`config.mk`:
```
export PLATFORM = sky130hd
export DESIGN_NAME = fht_bitrev_reorder
export DESIGN_NICKNAME = d
export VERILOG_FILES = /design/src/rtl/fht_reorder_pkg.sv /design/src/rtl/fht_reorder_lane_reg.sv /design/src/rtl/fht_bitrev_reorder.sv
export SDC_FILE = /design/constraint.sdc
export NUM_CORES = 1
export LEC_CHECK = 0
export CAP_MARGIN = 10
export CORE_MARGIN = 2
export CORE_UTILIZATION = 44
export DETAILED_ROUTE_END_ITERATION = 7
export PLACE_DENSITY_LB_ADDON = 0.05
export RECOVER_POWER = 25
export SLEW_MARGIN = 20
export SYNTH_ARGS = -nofsm -noshare
export SYNTH_HDL_FRONTEND = slang
export SYNTH_SLANG_ARGS = --single-unit
export TNS_END_PERCENT = 10
```
`constraint.sdc`:
```
create_clock -name iCLK -period 5.6 [get_ports iCLK]
set_clock_uncertainty 0.15 [all_clocks]
set_input_delay 0.56 -clock iCLK [delete_from_list [all_inputs] [get_ports iCLK]]
set_output_delay 0.56 -clock iCLK [all_outputs]
set_load 0.1 [all_outputs]
```
`src/rtl/fht_reorder_pkg.sv`:
```
// fht_reorder_pkg: FSM states, mode encodings and the bit-reverse helper
// shared by the bit-reversed to natural-order reorder engine.
package fht_reorder_pkg;

   typedef enum logic [1:0] {IDLE, RD_WAIT, WRITE, DONE} reorder_state_t;

   localparam logic MODE_SERIAL   = 1'b0;
   localparam logic MODE_PARALLEL = 1'b1;

   // Reverses the low a_bit bits of x; bits above a_bit come back as zero.
   function automatic logic [31:0] f_bit_rev(input logic [31:0] x, input int a_bit);
      logic [31:0] r;
      r = '0;
      for (int i = 0; i < 32; i++)
         if (i < a_bit) r[a_bit - 1 - i] = x[i];
      return r;
   endfunction

endpackage

```
`src/rtl/fht_reorder_lane_reg.sv`:
```
// fht_reorder_lane_reg: N_BANK-lane capture register; with FHT_REORDER_SCALE_EN
// each lane is rounded half up and arithmetically shifted right by SHIFT on capture.
module fht_reorder_lane_reg #(
   parameter int D_BIT  = 18,
   parameter int N_BANK = 4,
   parameter int SHIFT  = 0
) (
   input  logic                    iCLK,
   input  logic                    iRESET,
   input  logic                    iLOAD,
   input  logic [N_BANK*D_BIT-1:0] iDATA,
   output logic [N_BANK*D_BIT-1:0] oDATA
);

   logic [N_BANK*D_BIT-1:0] scaled, lanes_d, lanes_q;

   if (SHIFT < 0 || SHIFT > D_BIT) begin : g_bad_shift
      $error("fht_reorder_lane_reg: SHIFT out of range");
   end

`ifdef FHT_REORDER_SCALE_EN
   localparam int RS = (SHIFT > 0) ? SHIFT - 1 : 0;
   localparam logic signed [D_BIT:0] RND = (SHIFT > 0) ? (D_BIT + 1)'(1) <<< RS : '0;
   // One guard bit keeps the rounding add from overflowing before the shift.
   for (genvar k = 0; k < N_BANK; k++) begin : g_lane
      logic signed [D_BIT:0] sum;
      assign sum = $signed({iDATA[k*D_BIT + D_BIT - 1], iDATA[k*D_BIT +: D_BIT]}) + RND;
      assign scaled[k*D_BIT +: D_BIT] = D_BIT'(sum >>> SHIFT);
   end
`else
   assign scaled = iDATA;
`endif

   always_comb begin
      lanes_d = iLOAD ? scaled : lanes_q;
   end

   always_ff @(posedge iCLK) begin
      if (iRESET) lanes_q <= '0;
      else        lanes_q <= lanes_d;
   end

   assign oDATA = lanes_q;

endmodule

```
`src/rtl/fht_bitrev_reorder.sv`:
```
// fht_bitrev_reorder: reads an FHT result in bit-reversed order and rewrites it in
// natural order, serially per bank or all banks at once. Optional FHT_REORDER_SCALE_EN.
module fht_bitrev_reorder
   import fht_reorder_pkg::*;
#(
   parameter int D_BIT  = 18,
   parameter int A_BIT  = 8,
   parameter int N_BANK = 4,
   parameter int RD_LAT = 1,
   parameter int SHIFT  = 0
) (
   input  logic                    iCLK,
   input  logic                    iRESET,
   input  logic                    iSTART,
   input  logic                    iMODE,
   output logic [A_BIT-1:0]        oADDR_RD,
   input  logic [N_BANK*D_BIT-1:0] iDATA,
   output logic [A_BIT-1:0]        oADDR_WR,
   output logic [N_BANK*D_BIT-1:0] oDATA,
   output logic [N_BANK-1:0]       oWE,
   output logic                    oBUSY,
   output logic                    oRDY
);

   localparam int WW = $clog2(RD_LAT + 1);
   localparam int BW = (N_BANK > 1) ? $clog2(N_BANK) : 1;
   localparam logic [A_BIT-1:0] LAST = '1;

   reorder_state_t   state_d, state_q;
   logic             mode_d, mode_q;
   logic [A_BIT-1:0] cnt_d, cnt_q, addr_wr_d, addr_wr_q;
   logic [WW-1:0]    wait_d, wait_q;
   logic [BW-1:0]    bank_d, bank_q;
   logic             load, wr_last;

   always_comb begin
      state_d   = state_q;
      mode_d    = mode_q;
      cnt_d     = cnt_q;
      addr_wr_d = addr_wr_q;
      wait_d    = wait_q;
      bank_d    = bank_q;
      load      = 1'b0;
      wr_last   = (mode_q == MODE_PARALLEL) || (bank_q == BW'(N_BANK - 1));
      case (state_q)
         IDLE: if (iSTART) begin
            state_d = RD_WAIT;
            mode_d  = iMODE;
            cnt_d   = '0;
            wait_d  = '0;
         end
         // The last wait cycle is the one in which the source data is valid.
         RD_WAIT: if (wait_q == WW'(RD_LAT - 1)) begin
            load      = 1'b1;
            addr_wr_d = cnt_q;
            bank_d    = '0;
            state_d   = WRITE;
         end else begin
            wait_d = wait_q + 1'b1;
         end
         WRITE: if (!wr_last) begin
            bank_d = bank_q + 1'b1;
         end else if (cnt_q == LAST) begin
            state_d = DONE;
         end else begin
            cnt_d   = cnt_q + 1'b1;
            wait_d  = '0;
            state_d = RD_WAIT;
         end
         DONE:    state_d = IDLE;
         default: state_d = IDLE;
      endcase
   end

   always_ff @(posedge iCLK) begin
      if (iRESET) begin
         state_q   <= IDLE;
         mode_q    <= MODE_SERIAL;
         cnt_q     <= '0;
         addr_wr_q <= '0;
         wait_q    <= '0;
         bank_q    <= '0;
      end else begin
         state_q   <= state_d;
         mode_q    <= mode_d;
         cnt_q     <= cnt_d;
         addr_wr_q <= addr_wr_d;
         wait_q    <= wait_d;
         bank_q    <= bank_d;
      end
   end

   fht_reorder_lane_reg #(
      .D_BIT  (D_BIT),
      .N_BANK (N_BANK),
      .SHIFT  (SHIFT)
   ) u_lane_reg (
      .iCLK   (iCLK),
      .iRESET (iRESET),
      .iLOAD  (load),
      .iDATA  (iDATA),
      .oDATA  (oDATA)
   );

   assign oADDR_RD = A_BIT'(f_bit_rev(32'(cnt_q), A_BIT));
   assign oADDR_WR = addr_wr_q;
   assign oWE      = (state_q != WRITE) ? '0 :
                     (mode_q == MODE_PARALLEL) ? '1 : N_BANK'(1) << bank_q;
   assign oBUSY    = (state_q == RD_WAIT) || (state_q == WRITE);
   assign oRDY     = (state_q == DONE);

endmodule

```
==> qor.yml, run 1 <==
routing:
  ant_nets: 0
  route.detailed.drc: 0
  highest_layer: "met4"
  wl_microns: 9010
  drt-met1-wl_microns: 3780
  drt-initial-drc-count: 46
  firstDrtPassIters: 4
  wl_met2_microns: 4350
  wl_met3_microns: 769
  post_drt_via_cell_ratio: 4.92
  wl_per_cell_microns: 14.3
  vias: 3090
synth:
  postSynthAreaPerCell_sq_um: 10.2
  synth_nets: 442
  async_flop_share_pct: 0
  synth_cell_types: 40
  synthCells: 356
  yosysSeqAreaShare_pct: 51.2
  synth_warnings: 0
  synth_seq_cells: 93
  synth-edff-count: 0
  syn_area_sq_mm: 0.00364
  synthFlopType: "dfxtp_1"
setup_path:
  rr_worst_depth: 5
  endpoint_kind: "register"
  r2r_setup_slack_ns: 1.77
  r2r-start: "state_q[1]$_SDFFE_PP0P_"
  endpoint: "u_lane_reg.oDATA[62]$_SDFFE_PP0P_"
  critPathMaxFanout: 46
  start_kind: "register"
  cp.arrival_ns: 3.91
  path_class: "reg2reg"
  crit_required_ns: 5.68
  crit_path_start: "state_q[1]$_SDFFE_PP0P_"
  r2r_end: "u_lane_reg.oDATA[62]$_SDFFE_PP0P_"
final_layout:
  drive_above_1_share_pct: 5.16
  fin_cells: 628
  areaGrowthSynthToFinish_pct: 53.4
  fin_nets: 604
  num_antenna_cells: 0
global_routing:
  grt_pass1_vias: 2917
  grt_start_max_net_pins: 60
  antenna_found_initial: 0
  grt_overflow: 0
  grt_pass1_wl_microns: 13700
  grt_usage_pct: 19.4
clock_network:
  clkTransAtPathRegs_ns: 0.09
  clock_latency_ns: 0.34
  hold_buffers: 0
  cts.path.max_buffers: 2
  cts_tree: "done"
  cts_setup_buffers: 0
  numCtsBuffers: 9
  root_buffer: "clkbuf_8"
  clkSinkCount: 93
  cts_resized: 0
  cts-htree-levels: 3
min_path:
  hp-class: "reg2reg"
die:
  die_y_microns: 94.9
  fp-row-count: 33
  die_x_microns: 94.9
  io_pins: 170
  core-area_sq_mm: 0.00813
  start_util_pct: 44.7
  die_area_sq_mm: 0.00901
run:
  maxCapViolations: 1
timing:
  final_max_slew_viol_count: 47
  setup-tns-final_ns: 0
  final_hold_viol_count: 0
  fin_crit_sh_pct: 68.5
  fmax_ghz: 0.261
  whs_ns: 0.348
  fin_crit_ns: 3.83
  maxSlewHeadroom_pct: -76.8
  max_slew.worst_pin.slew_ns: 2.65
  setup_viol: 0
  rsz0062_at_grt: "false"
place:
  hpwl_microns: 6400
  dp_cells: 611
  numPortBuffers: 169
  place_congestion: 0.779
power:
  p_per_area_mw_per_mm2: 597
  ir_drop_mv: 0.357
  p_leak_nw: 2.13
status:
  violations: "max-capacitance violations, max-slew violations"
  status: "finished with violations"
==> worst min path at each step <==
stage,slack [ns],start,depth (start not counted),endpoint
after global routing,0.38,u_lane_reg.oDATA[69]$_SDFFE_PP0P_,2,u_lane_reg.oDATA[69]$_SDFFE_PP0P_
after floorplan,0.31,state_q[1]$_SDFFE_PP0P_,1,state_q[1]$_SDFFE_PP0P_
after CTS,0.35,u_lane_reg.oDATA[54]$_SDFFE_PP0P_,2,u_lane_reg.oDATA[54]$_SDFFE_PP0P_
final,0.35,u_lane_reg.oDATA[54]$_SDFFE_PP0P_,2,u_lane_reg.oDATA[54]$_SDFFE_PP0P_
after detailed placement,0.33,u_lane_reg.oDATA[68]$_SDFFE_PP0P_,2,u_lane_reg.oDATA[68]$_SDFFE_PP0P_
after global placement,0.32,oADDR_WR[4]$_SDFFE_PP0P_,2,oADDR_WR[4]$_SDFFE_PP0P_
==> power by group <==
part	leakage [nW]	internal, mW	switching (mW)
combinational	1.28	0.578	1.46
sequential	0.759	0.804	0.0770
clock	0.0905	0.179	0.242
==> layout make-up <==
cell class	instances	area, sq um
Clock buffer	11	141
Tap cell	105	131
Clock inverter	5	42.5
Fill cell	652	2550
Sequential cell	93	1860
Timing Repair Buffer	172	1720
Multi-Input combinational cell	235	1660
Inverter	7	26.3
==> cell usage in the layout (no fill, tap or decap), types with 5 or more instances in the layout <==
master / n
a21oi_1: 5
nor2_1: 92
dfxtp_1: 93
inv_1: 7
ha_1: 10
mux2i_1: 81
clkbuf_8: 10
clkdlybuf4s50_1: 168
nand3_1: 6
==> cells by family after synthesis <==
family | share of synthesized area [%]
buffers and inverters | 3.30
and+or+nand+nor | 14.0
DFF | 51.2
adders and majority gates | 3.44
AOI/OAI and AO/OA | 5.85
muxes | 22.3
==> state kept, by name, indices dropped and copies added, names as in the netlist <==
| name | count |
|---|---|
| oADDR_WR | 8 |
| u_lane_reg.oDATA | 72 |
| cnt_q | 8 |
| state_q | 2 |
| mode_q | 1 |
| bank_q | 2 |
==> metrics by stage <==
| step | utilization, % | power (mW) | setup WS [ns] | area, sq um |
|---|---|---|---|---|
| final | 68.6 | 3.33 | 1.77 | 5580 |
| after global routing | 68.6 | 3.48 | 1.48 | 5580 |
| after CTS | 68.5 | 3.34 | 2.00 | 5570 |
| after detailed placement | 66.3 | 2.91 | 2.40 | 5390 |
| after global placement | 66.3 | 2.89 | 2.49 | 5390 |
| after floorplan | - | 2.48 | 2.83 | 3640 |
==> critical path, stage by stage (launching register included) <==
cell and delay [ns]:
dfxtp_1 0.34, inv_1 0.12, ha_1 1.99, buf_4 0.77, mux2i_1 0.27, nor2_1 0.06
==> Yosys cell counts (2+ instances only) <==
master	instances	area share, %
o21ai_1	2	0.28
o21ai_0	2	0.28
nor2_1	92	9.5
nand2_1	2	0.21
buf_1	6	0.62
o211ai_1	2	0.41
a21oi_1	5	0.69
o41ai_1	3	0.72
dfxtp_1	93	51
a211oi_1	3	0.62
buf_2	9	1.2
clkbuf_1	5	0.52
a31oi_1	3	0.52
mux2i_1	81	22
inv_1	7	0.72
ha_1	10	3.4
nand3_1	6	0.83
o311ai_1	3	0.72
==> metal layers <==
metal  vias to the layer above  global-route usage, %
li1                       1535                      -
met1                      1442                   23.2
met2                       104                   31.6
met3                         9                   7.34
met4                         0                   7.37
met5                         -                      0
No activity file was read; power rests on OpenSTA's default activity.
==> run 2: changes to the inputs <==
--- a/config.mk
+++ b/config.mk
@@ -7,7 +7,7 @@
 export LEC_CHECK = 0
 export CAP_MARGIN = 10
 export CORE_MARGIN = 2
-export CORE_UTILIZATION = 44
+export CORE_UTILIZATION = 37
 export DETAILED_ROUTE_END_ITERATION = 7
 export PLACE_DENSITY_LB_ADDON = 0.05
 export RECOVER_POWER = 25
==> constraint.sdc (replaced) <==
create_clock -name iCLK -period 3.5 [get_ports iCLK]
set_clock_uncertainty 0.15 [all_clocks]
set_input_delay 0.35 -clock iCLK [delete_from_list [all_inputs] [get_ports iCLK]]
set_output_delay 0.35 -clock iCLK [all_outputs]
set_load 0.1 [all_outputs]
==> qor.yml, run 2 (same netlist as run 1, synthesis figures left out) <==
status:
  status: "finished clean"
die:
  fp-row-count: 36  # +9.1%
  die_y_microns: 103  # +8.7%
  start_util_pct: 37.7  # -7.0 points
  die_x_microns: 103  # +8.7%
  core-area_sq_mm: 0.00964  # +19%
  io_pins: 170  # unchanged
  die_area_sq_mm: 0.0106  # +18%
routing:
  vias: 3093  # +0.097%
  route.detailed.drc: 0  # unchanged
  wl_microns: 9520  # +5.7%
  wl_per_cell_microns: 14.5  # +0.85%
  drt-initial-drc-count: 57  # +24%
  firstDrtPassIters: 4  # unchanged
  ant_nets: 0  # unchanged
  post_drt_via_cell_ratio: 4.70  # -4.5%
timing:
  final_hold_viol_count: 0  # unchanged
  fmax_ghz: 0.382
  worst_slack_ns: 0.882  # -0.883 ns
  fin_crit_ns: 2.62
  rsz0062_at_grt: "false"
  maxSlewHeadroom_pct: 21.9  # +99 points
  max_slew.worst_pin.slew_ns: 1.18  # -1.47 ns
  setup-tns-final_ns: 0  # unchanged
  fin_crit_sh_pct: 74.8
  setup_viol: 0  # unchanged
  final_max_slew_viol_count: 0  # -100%
clock_network:
  root_buffer: "clkbuf_8"
  numCtsBuffers: 9  # unchanged
  cts.path.max_buffers: 2  # unchanged
  cts-htree-levels: 3  # unchanged
  clkTransAtPathRegs_ns: 0.09  # about the same
  cts_resized: 0  # unchanged
  hold_buffers: 0  # unchanged
  clock_latency_ns: 0.36  # +0.02 ns
  clkSinkCount: 93  # unchanged
  cts_tree: "done"
  cts_setup_buffers: 0  # unchanged
setup_path:
  path_class: "reg2out"
  worst-path-buf-inv: 3  # +1
  crit_top_cell: "inv_1"
  crit_family: "buffers and inverters"
  crit_path_max_incr_delay_ns: 0.51  # -1.48 ns
  endpoint_kind: "output port"
  crit_required_ns: 3.00  # -2.68 ns
  start_kind: "register"
  cp.depth: 5  # unchanged
  crit_chain: "inv_1, ha_1, inv_1, nor2_1, buf_4"
  cp.arrival_ns: 2.12  # -1.79 ns
  critPathMaxFanout: 16  # -65%
  slowest_stage: "ha_1"
  rr_worst_depth: 6  # +1
final_layout:
  layout_common_cells: "163 x clkdlybuf4s50_1, 93 x dfxtp_1, 92 x nor2_1, 81 x mux2i_1, 12 x clkbuf_8"
  fin_nets: 606  # +0.33%
  layout_commonest_cell: "clkdlybuf4s50_1"
  utilization_pct: 58.1  # -10 points
  areaGrowthSynthToFinish_pct: 54.0
  largest_register_ffs: 72  # unchanged
  stdcell_area_sq_mm: 0.00560  # +0.40%
  num_antenna_cells: 0  # unchanged
  drive_above_1_share_pct: 6.10  # +0.93 points
place:
  dp_slack_ns: 1.16  # -1.24 ns
  hpwl_microns: 6820  # +6.5%
  place_congestion: 0.780  # +0.13%
  numPortBuffers: 169  # unchanged
  placedInstanceArea_sq_mm: 0.00544  # +0.84%
run:
  maxCapViolations: 0  # -1
global_routing:
  antenna_found_initial: 0  # unchanged
  grt_pass1_vias: 2912  # -0.17%
  grt_pass1_wl_microns: 14200  # +3.6%
  grt_start_max_net_pins: 40  # -33%
  grt_usage_pct: 17.4  # -2.0 points
  grt_overflow: 0  # unchanged
power:
  ir_drop_mv: 0.461  # +29%
  p_per_area_mw_per_mm2: 948  # +59%
  p_leak_nw: 2.15  # +0.68%
min_path:
  hp-class: "reg2reg"
  min_path_cells: 2  # unchanged
-- run 2: changes by cell type in the layout (fill, tap and decap cells not counted), moves of 2 or more --
cell and change:
clkbuf_8 +2, clkinv_2 +2, buf_4 +6, clkdlybuf4s50_1 -5
clkbuf_1 +2, inv_6 -2
-- run 2: per-layer routing --
metal | share of wire [%] | vias to the layer above | GRT usage, % | wire length [microns]
met1 | 41 | 1432 | 19.9 | 3920
li1 | - | 1537 | - | -
met3 | 9.0 | 13 | 8.00 | 859
met2 | 48 | 111 | 28.0 | 4560
met4 | 1.9 | 0 | 7.39 | 181
met5 | 0 | - | 0 | 0
-- run 2: worst min-delay path, cell delays in order (launching register included) --
cell,delay [ns]
dfxtp_1,0.33
mux2i_1,0.06
nor2_1,0.07
-- run 2: worst paths after layout --
kind                                             to  slack (ns)                               from
hold reg to reg   u_lane_reg.oDATA[71]$_SDFFE_PP0P_        0.34  u_lane_reg.oDATA[71]$_SDFFE_PP0P_
setup reg to reg              cnt_q[0]$_SDFFE_PP0P_        0.91            state_q[0]$_SDFFE_PP0P_
hold / removal    u_lane_reg.oDATA[71]$_SDFFE_PP0P_        0.34  u_lane_reg.oDATA[71]$_SDFFE_PP0P_
setup / recovery                             oWE[1]        0.88            state_q[0]$_SDFFE_PP0P_
-- run 2: where the power goes --
part | total [mW] | leakage, nW | internal, mW | switching (mW)
Sequential | 1.41 | 0.759 | 1.29 | 0.128
Combinational | 3.21 | 1.29 | 0.876 | 2.33
Clock | 0.691 | 0.0994 | 0.316 | 0.375
-- run 2: cell type report --
cell class	instances	area, sq um
well taps	133	166
multi-input cells	235	1660
clock buffers	13	169
repair buffers	174	1700
inverters	7	26.3
clock inverters	3	18.8
fillers	915	4040
flip-flops and latches	93	1860
-- run 2: through the flow --
step | hold slack (ns) | cells | total power [mW]
after global routing | 0.376 | 658 | 5.56
after floorplan | 0.315 | 356 | 3.97
final | 0.345 | 658 | 5.32
after detailed placement | 0.330 | 642 | 4.68
after CTS | 0.352 | 658 | 5.38
after global placement | 0.321 | 642 | 4.65
==> run 3: changes to the inputs <==
--- a/config.mk
+++ b/config.mk
@@ -7,7 +7,7 @@
 export LEC_CHECK = 0
 export CAP_MARGIN = 10
 export CORE_MARGIN = 2
-export CORE_UTILIZATION = 37
+export CORE_UTILIZATION = 41
 export DETAILED_ROUTE_END_ITERATION = 7
 export PLACE_DENSITY_LB_ADDON = 0.05
 export RECOVER_POWER = 25
==> constraint.sdc (replaced) <==
create_clock -name iCLK -period 2.45 [get_ports iCLK]
set_clock_uncertainty 0.15 [all_clocks]
set_input_delay 0.245 -clock iCLK [delete_from_list [all_inputs] [get_ports iCLK]]
set_output_delay 0.245 -clock iCLK [all_outputs]
set_load 0.1 [all_outputs]
==> qor.yml, run 3 (same netlist as run 1, synthesis figures left out) <==
die:
  die_y_microns: 98.2  # -4.8%
  die_x_microns: 98.2  # -4.8%
  fp-row-count: 34  # -5.6%
  die_area_sq_mm: 0.00964  # -9.4%
  io_pins: 170  # unchanged
  start_util_pct: 41.9  # +4.2 points
  core-area_sq_mm: 0.00868  # -10%
final_layout:
  fin_nets: 608  # +0.33%
  largest_register_ffs: 72  # unchanged
  multiInputGateArea_sq_mm: 0.00167  # +0.68%
  ff_latch_area_sq_mm: 0.00186  # unchanged
  layout_commonest_cell: "dfxtp_1"
  areaGrowthSynthToFinish_pct: 45.4
  drive_above_1_share_pct: 15.4  # +9.3 points
  fin_cells: 635  # -3.5%
  fillers: 767  # -16%
  layout_common_cells: "93 x dfxtp_1, 92 x nor2_1, 81 x mux2i_1, 74 x clkdlybuf4s50_1, 49 x buf_4"
  num_antenna_cells: 0  # unchanged
timing:
  max_slew.worst_pin.slew_ns: 1.26  # +0.0841 ns
  fin_crit_ns: 2.21
  fmax_ghz: 0.453
  rsz0062_at_grt: "false"
  fin_crit_sh_pct: 90.2
  setup_viol: 0  # unchanged
  final_hold_viol_count: 0  # unchanged
  maxSlewHeadroom_pct: 16.3  # -5.6 points
  final_max_slew_viol_count: 0  # unchanged
setup_path:
  critPathMaxFanout: 15  # -1
  r2r_end: "cnt_q[3]$_SDFFE_PP0P_"
  crit_required_ns: 2.06  # -0.94 ns
  cp.arrival_ns: 1.81  # -0.31 ns
  path_class: "reg2out"
  endpoint_kind: "output port"
  r2r-start: "state_q[0]$_SDFFE_PP0P_"
  start_kind: "register"
  r2r_setup_slack_ns: 0.41  # -0.50 ns
  crit_path_start: "state_q[0]$_SDFFE_PP0P_"
  endpoint: "oWE[2]"
  rr_worst_depth: 6  # unchanged
clock_network:
  clkTransAtPathRegs_ns: 0.09  # about the same
  root_buffer: "clkbuf_8"
  hold_buffers: 0  # unchanged
  cts.path.max_buffers: 2  # unchanged
  numCtsBuffers: 9  # unchanged
  cts_setup_buffers: 0  # unchanged
  cts_tree: "done"
  cts_resized: 0  # unchanged
  clock_latency_ns: 0.34  # -0.02 ns
  cts-htree-levels: 3  # unchanged
  clkSinkCount: 93  # unchanged
global_routing:
  grt_usage_pct: 17.6  # +0.24 points
  grt_pass1_vias: 2931  # +0.65%
  grt_overflow: 0  # unchanged
  grt_start_max_net_pins: 64  # +60%
  grt_pass1_wl_microns: 13900  # -2.0%
  antenna_found_initial: 0  # unchanged
routing:
  wl_microns: 8700  # -8.7%
  wl_per_cell_microns: 13.7  # -5.4%
  firstDrtPassIters: 4  # unchanged
  vias: 3061  # -1.0%
  post_drt_via_cell_ratio: 4.82  # +2.5%
  drt-initial-drc-count: 109  # +91%
  route.detailed.drc: 0  # unchanged
  ant_nets: 0  # unchanged
status:
  status: "finished clean"
place:
  numPortBuffers: 169  # unchanged
  place_congestion: 0.835  # +7.1%
  dp_cells: 619  # -3.6%
  hpwl_microns: 6230  # -8.6%
power:
  total_power_mw: 7.40  # +39%
  p_leak_nw: 2.16  # +0.45%
  p_per_area_mw_per_mm2: 1400  # +48%
  ir_drop_mv: 0.741  # +61%
run:
  maxCapViolations: 0  # unchanged
min_path:
  hp-class: "in2reg"
  min_from: "iRESET"
[run 3: layout make-up]
class	instances	area share, %
clock buffers	11	2.67
clock inverters	5	0.639
inverters	7	0.497
multi-input cells	235	31.6
flip-flops and latches	93	35.2
well taps	108	2.55
repair buffers	176	26.9
[run 3: critical path, cell delays in order, from the launching register on]
cell and delay, ns:
dfxtp_1 0.36, inv_1 0.15, ha_1 0.19, buf_4 0.20
inv_1 0.15, nor2_1 0.21, buf_12 0.20
[run 3: power breakdown]
| group | internal, mW | switching (mW) |
|---|---|---|
| registers | 1.84 | 0.181 |
| logic | 1.13 | 3.33 |
| clock network | 0.398 | 0.524 |
| total | 3.36 | 4.04 |
[run 3: how the worst min path moves through the flow]
stage	endpoint	cells past startpoint
after floorplan	u_lane_reg.oDATA[0]$_SDFFE_PP0P_	2
after CTS	oADDR_WR[3]$_SDFFE_PP0P_	2
after detailed placement	u_lane_reg.oDATA[28]$_SDFFE_PP0P_	2
after global placement	oADDR_WR[4]$_SDFFE_PP0P_	2
final	oADDR_WR[6]$_SDFFE_PP0P_	2
after global routing	u_lane_reg.oDATA[20]$_SDFFE_PP0P_	2
[run 3: per-stage QoR]
step	worst slack [ns]	hold slack [ns]	utilization [%]	area [sq um]	TNS, ns
final	0.241	0.255	61.0	5290	0
after global routing	0.128	0.257	61.0	5290	0
after CTS	0.220	0.243	62.9	5460	0
after detailed placement	0.439	0.332	60.9	5280	0
after global placement	0.479	0.322	60.9	5280	0
after floorplan	-0.00138	0.242	-	3640	-0.00414
[run 3: metal layers]
metal | vias up | share of wire, % | global-route usage (%)
met5 | - | 0 | 0
met4 | 0 | 1.9 | 5.69
met2 | 112 | 46 | 28.4
met1 | 1399 | 45 | 21.4
met3 | 10 | 7.7 | 7.37
li1 | 1540 | - | -
